### config.mk
export PLATFORM = sky130hd
export DESIGN_NAME = muldiv_ctrl
export DESIGN_NICKNAME = d
export VERILOG_FILES = /design/src/rtl/muldiv_pkg.sv /design/src/rtl/muldiv_step.sv /design/src/rtl/muldiv_ctrl.sv
export SDC_FILE = /design/constraint.sdc
export NUM_CORES = 1
export LEC_CHECK = 0
export ABC_AREA = 1
export ABC_CLOCK_PERIOD_IN_PS = 4500
export CAP_MARGIN = 20
export CORE_ASPECT_RATIO = 0.6
export CORE_UTILIZATION = 55
export CTS_CLUSTER_SIZE = 20
export DETAILED_ROUTE_END_ITERATION = 6
export GPL_ROUTABILITY_DRIVEN = 0
export PLACE_DENSITY = 0.89
export REMOVE_ABC_BUFFERS = 1
export SYNTH_ARGS = -nofsm -noshare
export SYNTH_HDL_FRONTEND = slang
export SYNTH_SLANG_ARGS = --single-unit
### constraint.sdc
create_clock -name clk -period 4.5 [get_ports clk]
set_clock_uncertainty 0.05 [all_clocks]
set_input_delay 1.125 -clock clk [delete_from_list [all_inputs] [get_ports clk]]
set_output_delay 1.125 -clock clk [all_outputs]
set_load 0.01 [all_outputs]
### src/rtl/muldiv_pkg.sv
// Shared constants and types for the iterative MULTU/DIVU unit.
// Optional DIVU support is enabled by defining MULDIV_DIVU_EN.
package muldiv_pkg;

    localparam int DATA_W   = 32;
    localparam int ITER_CNT = 32;

    localparam logic [1:0] MD_MULTU = 2'b00;
    localparam logic [1:0] MD_DIVU  = 2'b01;

    // MIPS SPECIAL funct codes for the instructions this unit serves
    localparam logic [5:0] FUNCT_MFHI  = 6'h10;
    localparam logic [5:0] FUNCT_MFLO  = 6'h12;
    localparam logic [5:0] FUNCT_MULTU = 6'h19;
    localparam logic [5:0] FUNCT_DIVU  = 6'h1b;

    typedef enum logic [1:0] {
        IDLE = 2'd0,
        RUN  = 2'd1,
        DONE = 2'd2
    } md_state_t;

    function automatic logic is_last_iter(input logic [5:0] cnt);
        return cnt == 6'(ITER_CNT - 1);
    endfunction

endpackage

### src/rtl/muldiv_step.sv
// One combinational iteration of the 64-bit shift/accumulate datapath.
// Restoring-division step exists only when MULDIV_DIVU_EN is defined.
module muldiv_step
    import muldiv_pkg::*;
(
    input  logic [1:0]  op,
    input  logic [63:0] acc,
    input  logic [31:0] opnd,
    output logic [63:0] acc_nxt
);

    // Multiply: {HI,LO} holds {partial sum, remaining multiplier}; add then shift right.
    logic [32:0] mul_sum;
    logic [63:0] mul_nxt;

    assign mul_sum = {1'b0, acc[63:32]} + (acc[0] ? {1'b0, opnd} : 33'd0);
    assign mul_nxt = {mul_sum, acc[31:1]};

`ifdef MULDIV_DIVU_EN
    // Divide: {R,Q} shifted left; the shifted remainder needs 33 bits before the compare.
    logic [32:0] rem_sh;
    logic [31:0] rem_sub;
    logic        fits;

    assign rem_sh  = acc[63:31];
    assign fits    = rem_sh >= {1'b0, opnd};
    assign rem_sub = rem_sh[31:0] - opnd;
    assign acc_nxt = (op == MD_DIVU) ?
                     {(fits ? rem_sub : rem_sh[31:0]), acc[30:0], fits} : mul_nxt;
`else
    logic unused_op;
    assign unused_op = ^op;
    assign acc_nxt   = mul_nxt;
`endif

endmodule

### src/rtl/muldiv_ctrl.sv
// MULTU/DIVU controller: FSM, iteration counter, HI/LO registers and stall.
// Defining MULDIV_DIVU_EN adds op=01 DIVU; otherwise op=01 is reserved.
module muldiv_ctrl
    import muldiv_pkg::*;
(
    input  logic        clk,
    input  logic        reset,
    input  logic        start,
    input  logic [1:0]  op,
    input  logic [31:0] srca,
    input  logic [31:0] srcb,
    input  logic        rd_req,
    input  logic        rd_sel,
    output logic [31:0] rd_data,
    output logic        busy,
    output logic        done,
    output logic        stall
);

    md_state_t   state;
    md_state_t   state_nxt;
    logic [5:0]  cnt;
    logic [1:0]  op_q;
    logic [31:0] opnd;
    logic [63:0] acc;
    logic [63:0] acc_nxt;
    logic [31:0] hi;
    logic [31:0] lo;
    logic        op_ok;
    logic        accept;
    logic        last;

`ifdef MULDIV_DIVU_EN
    assign op_ok = (op == MD_MULTU) || (op == MD_DIVU);
`else
    assign op_ok = (op == MD_MULTU);
`endif

    always_comb begin
        state_nxt = state;
        accept    = 1'b0;
        last      = 1'b0;
        busy      = 1'b0;
        done      = 1'b0;
        case (state)
            IDLE: begin
                accept = start & op_ok;
                if (accept) state_nxt = RUN;
            end
            RUN: begin
                busy = 1'b1;
                last = is_last_iter(cnt);
                if (last) state_nxt = DONE;
            end
            DONE: begin
                done   = 1'b1;
                accept = start & op_ok;
                state_nxt = accept ? RUN : IDLE;
            end
            default: state_nxt = IDLE;
        endcase
    end

    assign stall   = busy & (start | rd_req);
    assign rd_data = rd_sel ? hi : lo;

    always_ff @(posedge clk) begin
        if (reset) begin
            state <= IDLE;
        end else begin
            state <= state_nxt;
        end
    end

    // Counter and architectural HI/LO; HI/LO change only when an operation completes.
    always_ff @(posedge clk) begin
        if (reset) begin
            cnt <= 6'd0;
            hi  <= 32'd0;
            lo  <= 32'd0;
        end else begin
            if (accept)
                cnt <= 6'd0;
            else if (busy)
                cnt <= cnt + 6'd1;
            if (last) begin
                hi <= acc_nxt[63:32];
                lo <= acc_nxt[31:0];
            end
        end
    end

    // Working datapath registers carry no reset; they are always loaded on accept.
    always_ff @(posedge clk) begin
        if (accept) begin
            op_q <= op;
            if (op == MD_MULTU) begin
                acc  <= {32'd0, srcb};
                opnd <= srca;
            end else begin
                acc  <= {32'd0, srca};
                opnd <= srcb;
            end
        end else if (busy) begin
            acc <= acc_nxt;
        end
    end

    muldiv_step u_step (
        .op      (op_q),
        .acc     (acc),
        .opnd    (opnd),
        .acc_nxt (acc_nxt)
    );

endmodule

==> summary.md <==
| Metric | Value |
|---|---|
| Vias/cell | `5.267` |
| Row cnt | `36` |
| Slew HR | `0.4850` |
| # port buffers | `105` |
| Final Slew Violations | `0` |
| Arrival @ worst endpoint | `2.63 ns` |
| Hold_buf cts | `0` |
| Total Wirelength | `23,400 um` |
| Lkg Pwr | `5.436 nW` |
| CTS Buf Count | `17` |
| Ports | `106` |
| Yosys warnings | `0` |
| Final period util | `0.8464` |
| Nets@finish | `1,483` |
| Pre-antenna DRT Iters | `6` |
| Starting density of the core | `0.5735` |
| Syn-to-layout area delta | `19.36%` |
| Final hold violation count | `0` |
| First-pass GRT wire length | `37,780 um` |
| Final setup vio count | `0` |
| Crit Path Max Fanout | `24` |
| Die ar. | `17,830 um^2` |
| CP startpoint | `rd_sel` |
| Most common cell after layout, fill and taps aside | `nand2_1` |
| Crit-path slowest cell | `clkdlybuf4s50_1` |
| Detailed Route Iter0 Violations | `805` |
| Worst-path clk slew | `0.06 ns` |
| Max_cap viols | `0` |
| Seq cells post-synth | `168` |
| # diodes | `0` |
| Routed wire per std cell | `14.45 um` |
| Layout Cells excl Fill | `1,619` |
| Die height | `103.8 um` |
| Via count | `8,527` |
| Sequential share of the synthesized area | `0.4549` |
| Largest net degree at the start of global routing | `72` |
| Data required time at the worst endpoint | `3.32 ns` |
| Status | `completed` |
| H-Tree Depth | `4` |
| Top-area cell type share of the netlist area | `0.3032` |
| CTS tree | `done` |
| Async SR Flop Fraction | `0` |
| Post-cts repair resize count | `0` |
| Initial antenna violation count | `0` |
| Core ar. | `16,580 um^2` |
| # placed instances | `1,585` |
| Final min period | `3.809 ns` |
| Min-delay worst type | `flip-flop to flip-flop` |
| Clk_lat worst skew | `0.43 ns` |
| Worst setup SP type | `input pin` |
| Final ANT Viol Nets | `0` |
| CP Class | `input pin to output pin` |
| Hold WS | `0.3963 ns` |
| Pwr per Cell Area | `338.4 nW/um^2` |
| Top FF cell, synth | `edfxtp_1` |
| Post-Synthesis Cells | `1,287` |
| GR Util met1 | `0.4000` |
| Gr ovfl total | `0` |
| RSZ-0062 raised after global routing | `no` |
| Dominant cell type by area after synthesis | `edfxtp_1` |
| Worst R2R Start | `acc[0]$_DFFE_PP_` |
| Vias in the first global route | `7,874` |
| # DRC | `0` |
| Slew @ Worst Pin | `0.7725 ns` |
| Post-DP HPWL | `16,140 um` |
| Total Routing Usage GR | `0.2690` |
| Post-CTS Setup Bufs | `0` |
| Most frequent cells in the layout | `387 x nand2_1, 260 x inv_1, 134 x o21ai_0` |
| Post-Syn Area | `9507 um^2` |
| CP endpoint kind | `output pin` |
| Synth cell types | `33` |
| Global Route met2 Usage | `0.3956` |
| Worst path max stage delay | `0.58 ns` |
| Worst hold path startpoint | `lo[28]$_SDFFE_PP0P_` |
| Busiest metal layer after global routing | `met1` |
| Met3 GRT Util | `0.06037` |
| Synth area leaders | `edfxtp_1 30%, nand2_1 15%, dfxtp_1 15%, inv_1 10%, o21ai_0 7.1%` |
| Die Width | `171.7 um` |
| Highest clock rate | `0.2626 GHz` |
| Synth Area per Inst | `7.387 um^2` |
| # clock sinks | `168` |
| CTS root buf | `clkbuf_16` |
| Layout cell share with drive strength beyond 1 | `0.04098` |
| Peak supply drop | `242.5 uV` |
| Clock tree buffer depth | `2` |
| EDFF count, synth | `96` |
| Worst path cell trace | `buf_2 -> buf_4 -> nand2_1 -> o21ai_0 -> clkdlybuf4s50_1` |
-- critical path: cells and delay by family --
kind / cells / cell delay [ns]
compound gates: 1 / 0.11
buf+inv: 3 / 1.31
simple gates: 1 / 0.07
-- registers in the layout, summed over array words and instances (netlist names) --
name and flops:
hi 32, state 2, acc 64, opnd 32
cnt 6, lo 32
-- path summary, 6_finish.rpt --
kind | endpoint | slack [ns] | cells past startpoint
setup / recovery | rd_data[21] | 0.69 | 5
hold / removal | lo[28]$_SDFFE_PP0P_ | 0.40 | 2
setup reg to reg | acc[51]$_SDFFCE_PP0P_ | 1.59 | 12
hold reg to reg | lo[28]$_SDFFE_PP0P_ | 0.40 | 2
-- report_power, final --
| group | switching [mW] | internal, mW |
|---|---|---|
| sequential | 0.0247 | 1.71 |
| combinational | 0.377 | 0.214 |
| clock | 0.655 | 0.860 |
-- routing by layer --
metal	wire, um	up-vias
met3	2320	32
li1	-	4205
met5	0	-
met1	10890	3891
met4	257	0
met2	9928	399
-- synthesized netlist by cell type, types with 3 or more instances --
| master | instances |
|---|---|
| inv_2 | 3 |
| o21a_1 | 16 |
| o21ai_0 | 134 |
| and2_1 | 7 |
| nor3_1 | 11 |
| a21o_1 | 3 |
| inv_1 | 260 |
| o211ai_1 | 4 |
| xnor2_1 | 6 |
| nand2_2 | 3 |
| nand2_1 | 388 |
| xor2_1 | 10 |
| nor2_1 | 55 |
| nand3_1 | 39 |
| dfxtp_1 | 72 |
| a21oi_1 | 78 |
| buf_6 | 7 |
| o21ai_1 | 7 |
| clkbuf_1 | 29 |
| o21bai_1 | 6 |
| buf_2 | 7 |
| ha_1 | 33 |
| edfxtp_1 | 96 |
-- metrics by stage --
step,TNS [ns],setup slack (ns),instance area [um^2],power [mW],util
after floorplan,-276.85,-3.206,9269,2.135,-
final,0,0.6912,11350,3.840,0.6846
after CTS,0,0.6844,11310,3.834,0.6824
after global placement,0,0.7349,10690,2.315,0.6452
after global routing,0,0.5632,11350,3.983,0.6846
after detailed placement,0,0.6950,10690,2.338,0.6452
-- cells by family (layout without fill, tap and decap cells) --
group | count (synthesis) | in the layout | synth area share
AO/OA/AOI/OAI | 248 | 248 | 0.1382
XOR/XNOR | 16 | 16 | 0.01474
adder cells (fa/ha/maj) | 34 | 34 | 0.04554
buffers and inverters | 309 | 413 | 0.1292
flip-flops | 168 | 168 | 0.4549
AND/OR/NAND/NOR | 512 | 512 | 0.2174
-- final cells by class --
type,count,area [um^2]
sequential,168,4324
timing repair buffer,117,1156
inverter,264,991.0
multi-input combinational,810,3973
tap,228,285.3
clock buffer,22,529.3
fill,1345,5229
clock inverter,10,88.84
Power figures use the tool's default switching activity.
